--- config.mk ---
export PLATFORM = sky130hd
export DESIGN_NAME = cam_capture_ctrl
export DESIGN_NICKNAME = d
export VERILOG_FILES = /design/src/rtl/cam_capture_ctrl.sv
export SDC_FILE = /design/constraint.sdc
export NUM_CORES = 1
export LEC_CHECK = 0
export BUFFER_PORTS_ARGS = -buffer_cell sky130_fd_sc_hd__buf_2
export CAP_MARGIN = 30
export CORE_MARGIN = 5
export CORE_UTILIZATION = 45
export DETAILED_ROUTE_END_ITERATION = 6
export PLACE_DENSITY = 0.71
export SYNTH_ARGS = -nofsm -noshare
export SYNTH_HDL_FRONTEND = slang
export SYNTH_SLANG_ARGS = --single-unit
--- constraint.sdc ---
create_clock -name pclk -period 2.4 [get_ports pclk]
set_clock_uncertainty 0.2 [all_clocks]
set_input_delay 0.48 -clock pclk [delete_from_list [all_inputs] [get_ports pclk]]
set_output_delay 0.48 -clock pclk [all_outputs]
set_load 0.01 [all_outputs]
--- src/rtl/cam_capture_ctrl.sv ---
// -----------------------------------------------------------------------------
// cam_capture_ctrl
//   Sequences frame capture between the CPU bus and the camera capture block.
//   A CPU write starts a capture. The block pulses cam_init and follows the
//   frame through vsync. At frame end it judges the result from cam_done.
//   Failed or timed-out attempts are retried up to max_retry times. Good frames
//   are counted. Status is readable over the bus. A level interrupt is raised
//   when a capture finishes. buf_cam tells readers whether the frame buffer is
//   currently owned by the camera.
//
// Ports
//   pclk       : single clock, shared with the capture block
//   rst        : asynchronous reset, active-low
//   bus_stb    : request strobe, held until bus_ack
//   bus_we     : 1 = write, 0 = read
//   bus_addr   : register index (0 CTRL, 1 STATUS, 2 CFG, 3 IRQ)
//   bus_wdata  : write data
//   bus_rdata  : read data, valid while bus_ack is high
//   bus_ack    : one-cycle acknowledge
//   vsync      : camera vsync
//   cam_done   : capture-complete flag from the capture block
//   cam_init   : one-cycle start pulse to the capture block
//   buf_cam    : 1 = frame buffer owned by the camera
//   irq        : level interrupt, pending & irq_en
//   dbg_state  : current FSM state (0 IDLE, 1 ARM, 2 WAIT, 3 EVAL, 4 JUDGE_FAIL)
// -----------------------------------------------------------------------------
module cam_capture_ctrl #(
  parameter logic [3:0]      MAX_RETRY = 4'd3,
  parameter int unsigned     TO_W      = 24,
  parameter logic [TO_W-1:0] TIMEOUT   = TO_W'(24'h7FFFFF)
) (
  input  logic        pclk,
  input  logic        rst,
  input  logic        bus_stb,
  input  logic        bus_we,
  input  logic [1:0]  bus_addr,
  input  logic [31:0] bus_wdata,
  output logic [31:0] bus_rdata,
  output logic        bus_ack,
  input  logic        vsync,
  input  logic        cam_done,
  output logic        cam_init,
  output logic        buf_cam,
  output logic        irq,
  output logic [2:0]  dbg_state
);

  typedef enum logic [2:0] {
    S_IDLE = 3'd0,
    S_ARM  = 3'd1,
    S_WAIT = 3'd2,
    S_EVAL = 3'd3,
    S_FAIL = 3'd4
  } state_e;

  state_e           state_q, state_d;
  logic             ack_q, ack_d;
  logic [31:0]      rdata_q, rdata_d;
  logic             vsync_q, vsync_d;
  logic             fall_seen_q, fall_seen_d;
  logic [TO_W-1:0]  to_cnt_q, to_cnt_d;
  logic             cont_q, cont_d;
  logic             irq_en_q, irq_en_d;
  logic             pending_q, pending_d;
  logic [3:0]       max_retry_q, max_retry_d;
  logic             done_q, done_d;
  logic             fail_q, fail_d;
  logic             last_to_q, last_to_d;
  logic [7:0]       frame_cnt_q, frame_cnt_d;
  logic [3:0]       retry_cnt_q, retry_cnt_d;

  logic             busy;

  // Bus handshake: a transfer is accepted on the clock edge where bus_stb is
  // high and bus_ack is low. That same edge commits the write, captures the
  // read data and raises bus_ack for one cycle. The master drops bus_stb
  // after it sees bus_ack.
  logic acc, wr, ctrl_wr, start_cmd, abort_cmd;
  assign acc       = bus_stb & ~ack_q;
  assign wr        = acc & bus_we;
  assign ctrl_wr   = wr & (bus_addr == 2'd0);
  assign start_cmd = ctrl_wr & bus_wdata[0];
  assign abort_cmd = ctrl_wr & bus_wdata[2];

  logic vs_fall, vs_rise, to_hit, retry_ok;
  assign vs_fall  = vsync_q & ~vsync;
  assign vs_rise  = ~vsync_q & vsync;
  assign to_hit   = (to_cnt_q == TIMEOUT);
  assign retry_ok = (retry_cnt_q < max_retry_q);

  // State register and all datapath flops.
  always_ff @(posedge pclk or negedge rst) begin
    if (!rst) begin
      state_q     <= S_IDLE;
      ack_q       <= 1'b0;
      rdata_q     <= '0;
      vsync_q     <= 1'b1;
      fall_seen_q <= 1'b0;
      to_cnt_q    <= '0;
      cont_q      <= 1'b0;
      irq_en_q    <= 1'b0;
      pending_q   <= 1'b0;
      max_retry_q <= MAX_RETRY;
      done_q      <= 1'b0;
      fail_q      <= 1'b0;
      last_to_q   <= 1'b0;
      frame_cnt_q <= '0;
      retry_cnt_q <= '0;
    end else begin
      state_q     <= state_d;
      ack_q       <= ack_d;
      rdata_q     <= rdata_d;
      vsync_q     <= vsync_d;
      fall_seen_q <= fall_seen_d;
      to_cnt_q    <= to_cnt_d;
      cont_q      <= cont_d;
      irq_en_q    <= irq_en_d;
      pending_q   <= pending_d;
      max_retry_q <= max_retry_d;
      done_q      <= done_d;
      fail_q      <= fail_d;
      last_to_q   <= last_to_d;
      frame_cnt_q <= frame_cnt_d;
      retry_cnt_q <= retry_cnt_d;
    end
  end

  // Next-state logic. Abort overrides every transition, including a start
  // written in the same word.
  always_comb begin
    state_d = state_q;
    case (state_q)
      S_IDLE: if (start_cmd) state_d = S_ARM;
      S_ARM:  state_d = S_WAIT;
      S_WAIT: begin
        if (vs_rise && fall_seen_q) state_d = S_EVAL;
        else if (to_hit)            state_d = S_FAIL;
      end
      S_EVAL: begin
        if (cam_done) state_d = cont_q ? S_ARM : S_IDLE;
        else          state_d = S_FAIL;
      end
      S_FAIL: state_d = retry_ok ? S_ARM : S_IDLE;
      default: state_d = S_IDLE;
    endcase
    if (abort_cmd) state_d = S_IDLE;
  end

  // Datapath next values. An abort suppresses every status update of the
  // cycle, so done/fail/pending/counters keep their prior values.
  always_comb begin
    logic set_pending;
    set_pending = 1'b0;
    ack_d       = bus_stb & ~ack_q;
    rdata_d     = rdata_q;
    vsync_d     = vsync;
    fall_seen_d = fall_seen_q;
    to_cnt_d    = to_cnt_q;
    cont_d      = cont_q;
    irq_en_d    = irq_en_q;
    pending_d   = pending_q;
    max_retry_d = max_retry_q;
    done_d      = done_q;
    fail_d      = fail_q;
    last_to_d   = last_to_q;
    frame_cnt_d = frame_cnt_q;
    retry_cnt_d = retry_cnt_q;

    case (state_q)
      S_ARM: begin
        fall_seen_d = 1'b0;
        to_cnt_d    = '0;
      end
      S_WAIT: begin
        if (vs_fall) fall_seen_d = 1'b1;
        if (!to_hit) to_cnt_d = to_cnt_q + TO_W'(1);
      end
      default: ;
    endcase

    if (!abort_cmd) begin
      case (state_q)
        S_IDLE: begin
          if (start_cmd) begin
            done_d      = 1'b0;
            fail_d      = 1'b0;
            last_to_d   = 1'b0;
            retry_cnt_d = '0;
          end
        end
        S_WAIT: begin
          if (!(vs_rise && fall_seen_q) && to_hit) last_to_d = 1'b1;
        end
        S_EVAL: begin
          if (cam_done) begin
            frame_cnt_d = frame_cnt_q + 8'd1;
            if (!cont_q) begin
              done_d      = 1'b1;
              set_pending = 1'b1;
            end
          end
        end
        S_FAIL: begin
          if (retry_ok) begin
            retry_cnt_d = retry_cnt_q + 4'd1;
          end else begin
            fail_d      = 1'b1;
            set_pending = 1'b1;
          end
        end
        default: ;
      endcase
    end

    if (wr) begin
      case (bus_addr)
        2'd0: cont_d = bus_wdata[1];
        2'd2: max_retry_d = bus_wdata[3:0];
        2'd3: begin
          irq_en_d = bus_wdata[0];
          if (bus_wdata[1]) pending_d = 1'b0;
        end
        default: ;
      endcase
    end
    // A completion in the same cycle as a clear write leaves pending set.
    if (set_pending) pending_d = 1'b1;

    if (acc) begin
      case (bus_addr)
        2'd0: rdata_d = {30'd0, cont_q, 1'b0};
        2'd1: rdata_d = {12'd0, retry_cnt_q, frame_cnt_q, 4'd0,
                         last_to_q, fail_q, done_q, busy};
        2'd2: rdata_d = {28'd0, max_retry_q};
        default: rdata_d = {30'd0, pending_q, irq_en_q};
      endcase
    end
  end

  // Outputs decoded from the registered state.
  always_comb begin
    busy      = (state_q != S_IDLE);
    cam_init  = (state_q == S_ARM);
    buf_cam   = busy;
    irq       = pending_q & irq_en_q;
    bus_ack   = ack_q;
    bus_rdata = rdata_q;
    dbg_state = state_q;
  end

endmodule

==> reports/metrics.yaml <==
status: "finished, final reports clean"
relSlewSlack_pct: 62.39
setup-tns-final_ps: 0
drive_gt1_share_pct: 22.89
fill_cells: 679
design.die.area_um2: 10040
dp.final_hpwl_um: 5484
worstPathRequired_ps: 1720
grt_max_degree: 40
vias: 2755
multi_input_area_um2: 1770
layout_common_cells: "dfrtp_1 (64), buf_2 (34), nor2_1 (33), nand2_1 (29)"
final_common_cell: "dfrtp_1"
synth_flop_cell: "dfrtp_1"
std_cell_rows: 32
yosysSeqAreaShare_pct: 46.58
arrival_ps: 1630
ant_nets: 0
setup_viol: 0
synth_compound_area_share_pct: 13.98
seqCellArea_um2: 1707
nets: 443
routed_wl_um: 7445
hold_violations: 0
ys_warn_count: 0
area_growth_pct: 13.06
fin_util_pct: 53.01
diodes: 0
hold_class: "input pin to flip-flop"
drc_errors: 0
cp-end-kind: "output pin"
grt_pass1_vias: 2747
grt_overflow: 0
critical_path_class: "flip-flop to output pin"
cts_num_sinks: 68
worst_pin_slew_ps: 559.0
clk_pin_slew_worst_paths_ps: 80
coreArea_um2: 7807
start_kind: "flip-flop"
first_pass_iters: 4
ioPinCount: 79
synth-simple-area-share_pct: 23.03
slew_violations: 0
cp_max_fo: 9
clock_path_buffers: 2
gp_congestion: 0.8235
fp.dieW_um: 100.2
synth_xor_xnor_area_share_pct: 4.545
antenna_found_initial: 0
syn_avg_cell_area_um2: 10.43
cts_made_buffers: 9
ys_ff_latch: 68
synth-edff-count: 0
tritoncts: "done"
clock_latency_ps: 340
ys_async_sr_fraction_pct: 100.0
initial_utilization_pct: 46.89
p_per_area_nw_per_um2: 864.8
ir_drop_mv: 0.4755
syn-cell-area_um2: 3661
first_iter_violations: 127
wire_per_inst_um: 14.77
grtUsageTotal_pct: 15.69
yosys.area_share.adder_pct: 2.051
synth_top_family_by_area: "simple AND/OR/NAND/NOR gates"
root_buffer: "clkbuf_8"
maxCapViolations: 0
port_buffers: 34
via_per_inst: 5.466
die_y_um: 100.2
p_leak_uw: 0.001948
synth_cell_types: 68
grt_setup_unrepaired: "false"
grt_pass1_wl_um: 12840
finalCritPeriodShare_pct: 96.21
clock.fmax_mhz: 433.1
syn_inst: 351
htreeDepth: 3
muxShareOfSynthArea_pct: 2.973
period_minus_slack_ps: 2309
==> final timing paths <==
kind,start,end,slack (ps),depth (start not counted)
setup / recovery,dbg_state[2],cam_init,90,5
hold / removal,vsync,vsync_q,60,1
setup reg to reg,max_retry_q[1],retry_cnt_q[3],190,6
hold reg to reg,frame_cnt_q[7],frame_cnt_q[7],280,1
max in group asynchronous,rst,max_retry_q[1],1050,3
min in group asynchronous,rst,to_cnt_q[20],390,2
==> through the flow <==
step	instances	hold WS, ps	area [um2]	setup slack, ps	total power [uW]
after floorplan	366	-15.59	3717	190.7	2316
after global routing	504	37.34	4139	2.287	3843
after global placement	487	204.0	3924	170.6	2593
final	504	55.39	4139	91.06	3579
after CTS	504	39.84	4134	62.28	3607
after detailed placement	487	205.0	3924	109.1	2643
==> power breakdown <==
part | switching [uW] | total, uW | internal [uW]
registers | 231 | 1580 | 1350
clock network | 465 | 950 | 485
logic | 584 | 1050 | 465
total | 1280 | 3580 | 2300
==> synth_stat cells (all sizes together) (2+ instances only) <==
cell type | number | area [um2]
a2111oi | 3 | 33.78
a211oi | 6 | 45.04
a21o | 3 | 22.52
a21oi | 7 | 35.03
a221oi | 3 | 26.28
a22o | 12 | 105.1
a31o | 2 | 17.52
a31oi | 2 | 12.51
a32o | 2 | 20.02
and2 | 4 | 25.02
and3 | 11 | 70.07
and3b | 2 | 17.52
and4 | 2 | 18.77
buf | 20 | 161.4
clkbuf | 9 | 47.55
dfrtp | 65 | 1627
dfstp | 3 | 78.83
ha | 6 | 75.07
inv | 10 | 37.53
mux2 | 5 | 56.30
mux2i | 3 | 30.03
nand2 | 30 | 115.1
nand2b | 6 | 37.54
nand3 | 13 | 82.58
nand4 | 14 | 123.9
nor2 | 33 | 123.9
nor2b | 2 | 12.51
nor3 | 7 | 40.04
nor3b | 2 | 26.28
nor4 | 5 | 61.31
o211ai | 4 | 30.03
o21a | 2 | 15.01
o21ai | 11 | 55.05
o31ai | 3 | 22.52
or2 | 2 | 12.51
or3 | 5 | 31.28
xnor2 | 16 | 140.1
xor2 | 3 | 26.28
==> worst max-delay path, stage by stage, from the launching register on <==
cell and delay (ps):
dfrtp_1 470, inv_1 140, nand2_1 90, or2_1 360
inv_2 100, buf_2 130
==> metal layers <==
metal / up-vias / part of all wire, % / GRT usage (%)
li1: 1330 / - / -
met3: 10 / 4.0 / 2.224
met5: - / 0 / 0
met1: 1356 / 47 / 21.07
met2: 59 / 48 / 25.59
met4: 0 / 1.6 / 6.218
==> state kept, by name (all words and copies together) (netlist names) <==
name         cells
bus_ack          1
bus_rdata       16
cont_q           1
dbg_state        3
done_q           1
fail_q           1
fall_seen_q      1
frame_cnt_q      8
irq_en_q         1
last_to_q        1
max_retry_q      4
pending_q        1
retry_cnt_q      4
to_cnt_q        24
vsync_q          1
==> repair_timing <==
item | 4_1_cts | 5_1_grt
endpoints found under the setup margin | 2 | 2
buffers inserted | 0 | 0
hold buffers | 1 | 0
resized for setup | 1 | 1
hold endpoints to repair | 11 | 0
==> cells by family (layout without fill, tap and decap cells) <==
| family | after synthesis | in the layout |
|---|---|---|
| and+or+nand+nor | 143 | 143 |
| other | 1 | 16 |
| adders and majority gates | 6 | 6 |
| buffers and inverters | 39 | 75 |
| DFF | 68 | 68 |
| AOI/OAI and AO/OA | 66 | 66 |
| xor gates and xnor gates | 19 | 19 |
| muxes | 9 | 9 |
==> cell type report <==
cell class	instances	share of cell area (%)
Clock buffer	9	2.993
Sequential cell	68	41.23
Inverter	10	0.9069
Multi-Input combinational cell	259	42.78
Timing Repair Buffer	49	7.195
Clock inverter	7	1.814
Tap cell	102	3.083
Note: power is estimated with default switching activity, not from simulation.
